--- config.mk ---
export PLATFORM = sky130hd
export DESIGN_NAME = pipelined_adder
export DESIGN_NICKNAME = d
export VERILOG_FILES = /design/src/rtl/adder_pkg.sv /design/src/rtl/adder_slice.sv /design/src/rtl/pipelined_adder.sv
export SDC_FILE = /design/constraint.sdc
export NUM_CORES = 1
export LEC_CHECK = 0
export CAP_MARGIN = 20
export CORE_ASPECT_RATIO = 1.75
export CORE_MARGIN = 4
export CORE_UTILIZATION = 56
export DETAILED_ROUTE_END_ITERATION = 10
export PLACE_DENSITY = 0.77
export RECOVER_POWER = 25
export SLEW_MARGIN = 20
export SYNTH_ARGS = -nofsm -noshare
export SYNTH_HDL_FRONTEND = slang
export SYNTH_SLANG_ARGS = --single-unit
export TNS_END_PERCENT = 5
--- constraint.sdc ---
create_clock -name clk_i -period 5.51 [get_ports clk_i]
set_input_delay 1.102 -clock clk_i [delete_from_list [all_inputs] [get_ports clk_i]]
set_output_delay 1.102 -clock clk_i [all_outputs]
set_load 0.005 [all_outputs]
--- src/rtl/adder_pkg.sv ---
// Shared definitions for the pipelined ripple-carry adder.
//   DEF_WIDTH  : default operand/result width
//   DEF_STAGES : default number of pipeline stages (one slice per stage)
// Optional build macro ADDER_SUB_EN adds a subtract mode to pipelined_adder.
package adder_pkg;

    localparam int DEF_WIDTH  = 32;
    localparam int DEF_STAGES = 4;

    // Bit offset of slice k inside a WIDTH-bit word.
    function automatic int slice_lo(input int k, input int slice_w);
        return k * slice_w;
    endfunction

endpackage

--- src/rtl/adder_slice.sv ---
// Combinational W-bit ripple-carry slice.
//   a_i, b_i : slice operands
//   c_i      : carry into bit 0 of the slice
//   s_o      : slice sum
//   c_o      : carry out of the slice MSB
//   c_msb_o  : carry into the slice MSB (used for signed overflow on the top slice)
module adder_slice
    import adder_pkg::*;
#(
    parameter int W = DEF_WIDTH / DEF_STAGES
) (
    input  logic [W-1:0] a_i,
    input  logic [W-1:0] b_i,
    input  logic         c_i,
    output logic [W-1:0] s_o,
    output logic         c_o,
    output logic         c_msb_o
);

    always_comb begin : ripple
        logic c;
        c       = c_i;
        s_o     = '0;
        c_msb_o = 1'b0;
        for (int i = 0; i < W; i++) begin
            s_o[i] = a_i[i] ^ b_i[i] ^ c;
            if (i == W - 1) c_msb_o = c;
            c = (a_i[i] & b_i[i]) | (c & (a_i[i] ^ b_i[i]));
        end
        c_o = c;
    end

endmodule

--- src/rtl/pipelined_adder.sv ---
// Pipelined ripple-carry adder: WIDTH-bit A + B + carry_i over STAGES
// register stages, one SLICE_W = WIDTH/STAGES slice per stage, with a
// valid/ready handshake and a single global advance enable.
//   clk_i, rst_i      : clock, synchronous active-high reset
//   valid_i / ready_o : input handshake (ready_o = advance enable)
//   a_i, b_i, carry_i : operands and carry-in
//   sub_i             : subtract mode (only when ADDER_SUB_EN is defined)
//   valid_o / ready_i : output handshake
//   sum_o, carry_o    : result and carry out of the MSB
//   ovf_o             : two's-complement signed overflow
// Build macro ADDER_SUB_EN: adds sub_i; A - B - carry_i (carry_i is borrow-in,
// carry_o is NOT-borrow). Without it, add only and no inversion logic exists.
module pipelined_adder
    import adder_pkg::*;
#(
    parameter int WIDTH  = DEF_WIDTH,
    parameter int STAGES = DEF_STAGES
) (
    input  logic             clk_i,
    input  logic             rst_i,
    input  logic             valid_i,
    output logic             ready_o,
    input  logic [WIDTH-1:0] a_i,
    input  logic [WIDTH-1:0] b_i,
    input  logic             carry_i,
`ifdef ADDER_SUB_EN
    input  logic             sub_i,
`endif
    output logic             valid_o,
    input  logic             ready_i,
    output logic [WIDTH-1:0] sum_o,
    output logic             carry_o,
    output logic             ovf_o
);

    localparam int SLICE_W = WIDTH / STAGES;

    generate
        if (STAGES < 1 || (WIDTH % STAGES) != 0) begin : g_bad_cfg
            $error("pipelined_adder: WIDTH must be a positive multiple of STAGES");
        end
    endgenerate

    // Per-stage register: sum holds the finished lower slices, a/b carry the
    // operands forward so later stages can pick up their upper slices.
    typedef struct packed {
        logic             valid;
        logic             carry;  // carry out of this stage's slice
        logic             c_msb;  // carry into this stage's slice MSB
        logic             sub;
        logic [WIDTH-1:0] sum;
        logic [WIDTH-1:0] a;
        logic [WIDTH-1:0] b;
    } stage_t;

    stage_t [STAGES-1:0] st_q, st_d;
    stage_t              in_st;
    stage_t [STAGES:0]   chain;   // chain[k] feeds stage k

    logic [STAGES-1:0][SLICE_W-1:0] sl_sum;
    logic [STAGES-1:0]              sl_co, sl_cm;
    logic                           adv;

    assign adv     = ready_i | ~valid_o;
    assign ready_o = adv;

    // Subtraction is folded in once at the input: B is inverted for all
    // slices and the carry-in is inverted, so the stages only ever add.
    always_comb begin
        in_st       = '0;
        in_st.valid = valid_i;
        in_st.a     = a_i;
`ifdef ADDER_SUB_EN
        in_st.sub   = sub_i;
        in_st.b     = sub_i ? ~b_i : b_i;
        in_st.carry = carry_i ^ sub_i;
`else
        in_st.b     = b_i;
        in_st.carry = carry_i;
`endif
    end

    assign chain[0]        = in_st;
    assign chain[STAGES:1] = st_q;

    generate
        for (genvar k = 0; k < STAGES; k++) begin : g_stage
            adder_slice #(.W(SLICE_W)) u_slice (
                .a_i     (chain[k].a[slice_lo(k, SLICE_W) +: SLICE_W]),
                .b_i     (chain[k].b[slice_lo(k, SLICE_W) +: SLICE_W]),
                .c_i     (chain[k].carry),
                .s_o     (sl_sum[k]),
                .c_o     (sl_co[k]),
                .c_msb_o (sl_cm[k])
            );
        end
    endgenerate

    always_comb begin
        st_d = st_q;
        for (int k = 0; k < STAGES; k++) begin
            st_d[k]                             = chain[k];
            st_d[k].sum[k*SLICE_W +: SLICE_W]   = sl_sum[k];
            st_d[k].carry                       = sl_co[k];
            st_d[k].c_msb                       = sl_cm[k];
        end
    end

    always_ff @(posedge clk_i) begin
        if (rst_i) begin
            st_q <= '0;
        end else if (adv) begin
            st_q <= st_d;
        end
    end

    assign valid_o = st_q[STAGES-1].valid;
    assign sum_o   = st_q[STAGES-1].sum;
    assign carry_o = st_q[STAGES-1].carry;
    assign ovf_o   = st_q[STAGES-1].carry ^ st_q[STAGES-1].c_msb;

    // Operands and mode are fully consumed by the last stage.
    logic unused_tail;
    assign unused_tail = ^{st_q[STAGES-1].a, st_q[STAGES-1].b, st_q[STAGES-1].sub};

endmodule

-- After elaboration in Yosys (flattened, before gate mapping)
Index checks and enable logic that the tools add are counted.
Widths: inputs -> output; s select.
- output and inout bits: 36
- flip-flop bits (word level): 281
- logic and storage cells: 182
- input port bits: 69
- bitwise logic cells: 163
- operators by type and width (operator ; count):
    $xor 1x1->1 ; 65
    $and 1x1->1 ; 64
    $or 1x1->1 ; 33
    $not 1->1 ; 1

-- Depth between registers and ports, before layout
- word-level depth: 17
- depth in mapped cells: 14
- mapped depth without buffers: 14

-- Modules after synthesis
A second synthesis with hierarchy kept.
- cell total of the unflattened synthesis: 816
- area total of the unflattened synthesis: 8627.0 sq um
- modules (own cells, without submodules) (module ; seq. area each (sq um) ; cells an instance ; area each (sq um) ; times used):
    pipelined_adder ; 3703.6 ; 744 ; 7836.3 ; 1
    adder_slice ; 0.0 ; 18 ; 197.7 ; 4

-- Worst setup path after synthesis
No wires, ideal clock.
- kind: input -> register
- start point: input port a_i[0]
- end point: register st_q (netlist bit chain[171])
- slack: 1.171 ns
- stages on the path: 12
- data arrival time: 4.254 ns
- data required time: 5.424 ns
- path buffers: 0
- setup time: 0.086 ns
- cells stage by stage: fa_1 inv_1 fa_1 inv_1 fa_1 fa_1 fa_1 fa_1 fa_1 inv_1 fa_1 a211oi_1
- longest elaborated chain between the ends: 16
- elaborated cells on any way between the ends: 17
- classes of those cells: bitwise: 17
- RTL lines (what ; RTL line ; source):
    start, declared ; pipelined_adder.sv:23 ; input logic [WIDTH-1:0] a_i,
    $xor 1x1->1 ; adder_slice.sv:28 ; c = (a_i[i] & b_i[i]) | (c & (a_i[i] ^ b_i[i]));
    $and 1x1->1 ; adder_slice.sv:28 ;
    $or 1x1->1 * ; adder_slice.sv:28 ;
    $and 1x1->1 * ; adder_slice.sv:28 ;
    $or 1x1->1 * ; adder_slice.sv:28 ;
    $and 1x1->1 * ; adder_slice.sv:28 ;
    $or 1x1->1 * ; adder_slice.sv:28 ;
    $and 1x1->1 * ; adder_slice.sv:28 ;
    $or 1x1->1 * ; adder_slice.sv:28 ;
    $and 1x1->1 * ; adder_slice.sv:28 ;
    $or 1x1->1 * ; adder_slice.sv:28 ;
    $and 1x1->1 * ; adder_slice.sv:28 ;
    $or 1x1->1 * ; adder_slice.sv:28 ;
    $and 1x1->1 * ; adder_slice.sv:28 ;
    $or 1x1->1 * ; adder_slice.sv:28 ;
    $xor 1x1->1 * ; adder_slice.sv:26 ; s_o[i] = a_i[i] ^ b_i[i] ^ c;
    end signal, assigned ; pipelined_adder.sv:113 ; st_q <= st_d;
    end, declared ; pipelined_adder.sv:56 ; stage_t [STAGES-1:0] st_q, st_d;
Every way passes the cells marked *; elsewhere a longest branch is shown, timed or not.
A chain may end at the register's enable or synchronous reset.

-- Final worst setup path
Same ends and word-level chain as after synthesis.

==> flow_metrics.env <==
export IMPL_holdBufCountCts=0
export IMPL_post_synth_mux_area_share=0.108
export IMPL_worst_pin_slew_ps=3690
export IMPL_placedCellCount=991
export IMPL_timing_fmax_ghz=0.218
export IMPL_wl_um=16700
export IMPL_slew_viol_final=120
export IMPL_worstPathMaxFanout=1
export IMPL_clk_pin_slew_ps=70
export IMPL_synth_area_leaders="dfxtp_1 (43%), nand2b_1 (13%), mux2i_1 (11%)"
export IMPL_io_pins=105
export IMPL_start_util=0.573
export IMPL_synth_fp_nets=901
export IMPL_grt_pass1_vias=5639
export IMPL_hold_class="flip-flop to flip-flop"
export IMPL_tns_ps=0
export IMPL_synth_common_cells="dfxtp_1 (185), nand2b_1 (172), mux2i_1 (92)"
export IMPL_cpLargestDelayFamily="adder cells"
export IMPL_root_buffer="clkbuf_16"
export IMPL_timing_final_crit_share=0.832
export IMPL_critPathMostFrequentCell="fa_1"
export IMPL_core_sq_mm=0.0149
export IMPL_setup_viol=0
export IMPL_syn_cell_area_sq_mm=0.00855
export IMPL_final_area_sq_mm=0.00991
export IMPL_rsz0062_at_grt="no"
export IMPL_yosysMostFrequentCell="dfxtp_1"
export IMPL_route_detailed_drc=0
export IMPL_numPortBuffers=104
export IMPL_ant_nets=0
export IMPL_die_area_sq_mm=0.0174
export IMPL_crit_path_end_kind="flip-flop"
export IMPL_met2_usage=0.362
export IMPL_worstPathRequired_ps=5840
export IMPL_final_util=0.665
export IMPL_synth_compound_area_share=0.0579
export IMPL_yosys_most_used_dff="dfxtp_1"
export IMPL_slew_headroom=-1.46
export IMPL_die_h_um=171
export IMPL_clk_latency_ps=420
export IMPL_synth_top_family_by_area="simple AND/OR/NAND/NOR gates"
export IMPL_ys_types=22
export IMPL_wire_per_inst_um=16.4
export IMPL_ys_warn_count=0
export IMPL_grt_busiest_layer="met2"
export IMPL_synth_adder_area_share=0.0749
export IMPL_gr_usage_met3=0.0410
export IMPL_overflow=0
export IMPL_via_per_inst=5.42
export IMPL_die_w_um=101
export IMPL_yosys_area_top_type="dfxtp_1"
export IMPL_synth_edf_count=0
export IMPL_async_flop_share=0
export IMPL_syn_instance_count=800
export IMPL_whs_ps=449
export IMPL_hpwl_um=10700
export IMPL_cp_start_kind="primary input"
export IMPL_drv_cap=1
export IMPL_vdd_ir_drop_worst_mv=0.278
export IMPL_synth_area_per_cell_sq_um=10.7
export IMPL_ctsResizeCount=0
export IMPL_slowest_stage="clkdlybuf4s50_1"
export IMPL_clock_sinks=185
export IMPL_antenna_found_initial=0
export IMPL_yosysSeqAreaShare=0.433
export IMPL_synth_simple_area_share=0.242
export IMPL_grt_max_degree=147
export IMPL_synth_top_area_frac=0.433
export IMPL_crit_chain="clkdlybuf4s50_1, fa_1, inv_1, fa_1, inv_1, fa_1, fa_1, fa_1, fa_1, fa_1, inv_1, fa_1, a211oi_1"
export IMPL_slowest_delay_ps=430
export IMPL_status="finished with violations"
export IMPL_fillers=1187
export IMPL_numCtsBuffers=17
export IMPL_failed_checks="max-capacitance violations, max-slew violations"
export IMPL_row_count=59
export IMPL_stdcell_count=1023
export IMPL_cts_max_level=4
export IMPL_drt_iter0_markers=207
export IMPL_grt_first_pass_wirelength_um=27500
export IMPL_nets=928
export IMPL_place_congestion=0.759
export IMPL_num_antenna_cells=0
export IMPL_arrival_ps=4910
export IMPL_ys_ff_latch=185
export IMPL_synth_xor_area_frac=0.00102
export IMPL_powerDensity_mw_per_mm2=303
export IMPL_grtUsageMet1=0.229
export IMPL_syn_to_final_growth_pct=15.9
export IMPL_drtPass1Iterations=4
export IMPL_cts_buffer_depth=2
export IMPL_drive_above_1_share=0.0488
export IMPL_clock_skew_ps=8.77
export IMPL_finalHoldViolCount=0
export IMPL_crit_buf_inv=4
export IMPL_cts_tree="yes"
export IMPL_post_cts_buffers=0
export IMPL_vias=5546
export IMPL_grt_use_total=0.198
export IMPL_worst_setup_path_type="primary input to flip-flop"
export IMPL_post_dp_cell_area_sq_mm=0.00929
export IMPL_p_leak_uw=0.00383
export IMPL_period_needed_ps=4580
stage by stage:
stage	setup slack [ps]	power (uW)
after detailed placement	483	1750
after floorplan	1170	1640
final	925	3000
after CTS	925	3030
after global routing	824	3120
after global placement	649	1730
routing by layer:
metal  part of all wire  up-vias
met3              0.030       24
li1                   -     2751
met5                  0        -
met4              0.019        0
met1               0.40     2680
met2               0.55       91
placed cells by master, fill, tap and decap left out:
| cell | n |
|---|---|
| a21oi_1 | 1 |
| a211oi_1 | 12 |
| bufinv_16 | 3 |
| inv_1 | 30 |
| clkinv_4 | 2 |
| xor2_1 | 1 |
| mux2i_1 | 92 |
| buf_12 | 1 |
| dfxtp_1 | 184 |
| nor3b_1 | 12 |
| inv_6 | 3 |
| clkdlybuf4s50_1 | 102 |
| clkbuf_16 | 17 |
| clkinvlp_4 | 1 |
| inv_8 | 6 |
| fa_1 | 32 |
| buf_4 | 4 |
| clkinv_2 | 1 |
| nand2b_1 | 172 |
| nor2b_4 | 1 |
| clkbuf_1 | 1 |
| or4bb_1 | 7 |
| buf_2 | 1 |
| o21ai_1 | 1 |
| nand4bb_1 | 73 |
| dfxtp_2 | 1 |
| o21ai_0 | 79 |
logic make-up (layout without fill, tap and decap cells):
kind of cell / after synthesis / in the layout
AND/OR/NAND/NOR: 265 / 265
AO/OA/AOI/OAI: 93 / 93
XOR/XNOR: 1 / 1
flip-flops: 185 / 185
adder cells (fa/ha/maj): 32 / 32
multiplexers: 92 / 92
buffers and inverters: 132 / 172
cell type report:
cell class	instances	area (sq um)	share of cell area
flip-flops and latches	185	3700	0.374
repair buffers	109	1080	0.109
well taps	183	229	0.0231
multi-input cells	483	4150	0.418
clock inverters	15	205	0.0207
clock buffers	17	425	0.0429
inverters	31	121	0.0122
state kept, by name (all words and copies together) (netlist names):
signal   count
carry_o      1
chain      151
sum_o       32
valid_o      1
path summary, 6_finish.rpt:
path	start	to	slack, ps	cells past startpoint
setup / recovery	a_i[0]	chain[171]	930	13
hold / removal	chain[399]	valid_o	450	2
setup reg to reg	chain[108]	chain[279]	1710	12
hold reg to reg	chain[399]	valid_o	450	2
where the power goes:
group | internal, uW | total (uW) | switching [uW]
Clock | 736 | 1290 | 553
Sequential | 1410 | 1450 | 33.3
Combinational | 154 | 271 | 116
Total | 2300 | 3000 | 702
worst register-to-register path: cells and delay by family, from the launching register on:
kind / cells / cell delay, ps
AOI/OAI and AO/OA: 1 / 210
buffers and inverters: 3 / 220
DFF: 1 / 330
adders and majority gates: 8 / 2900
(Power assumes the default switching activity.)
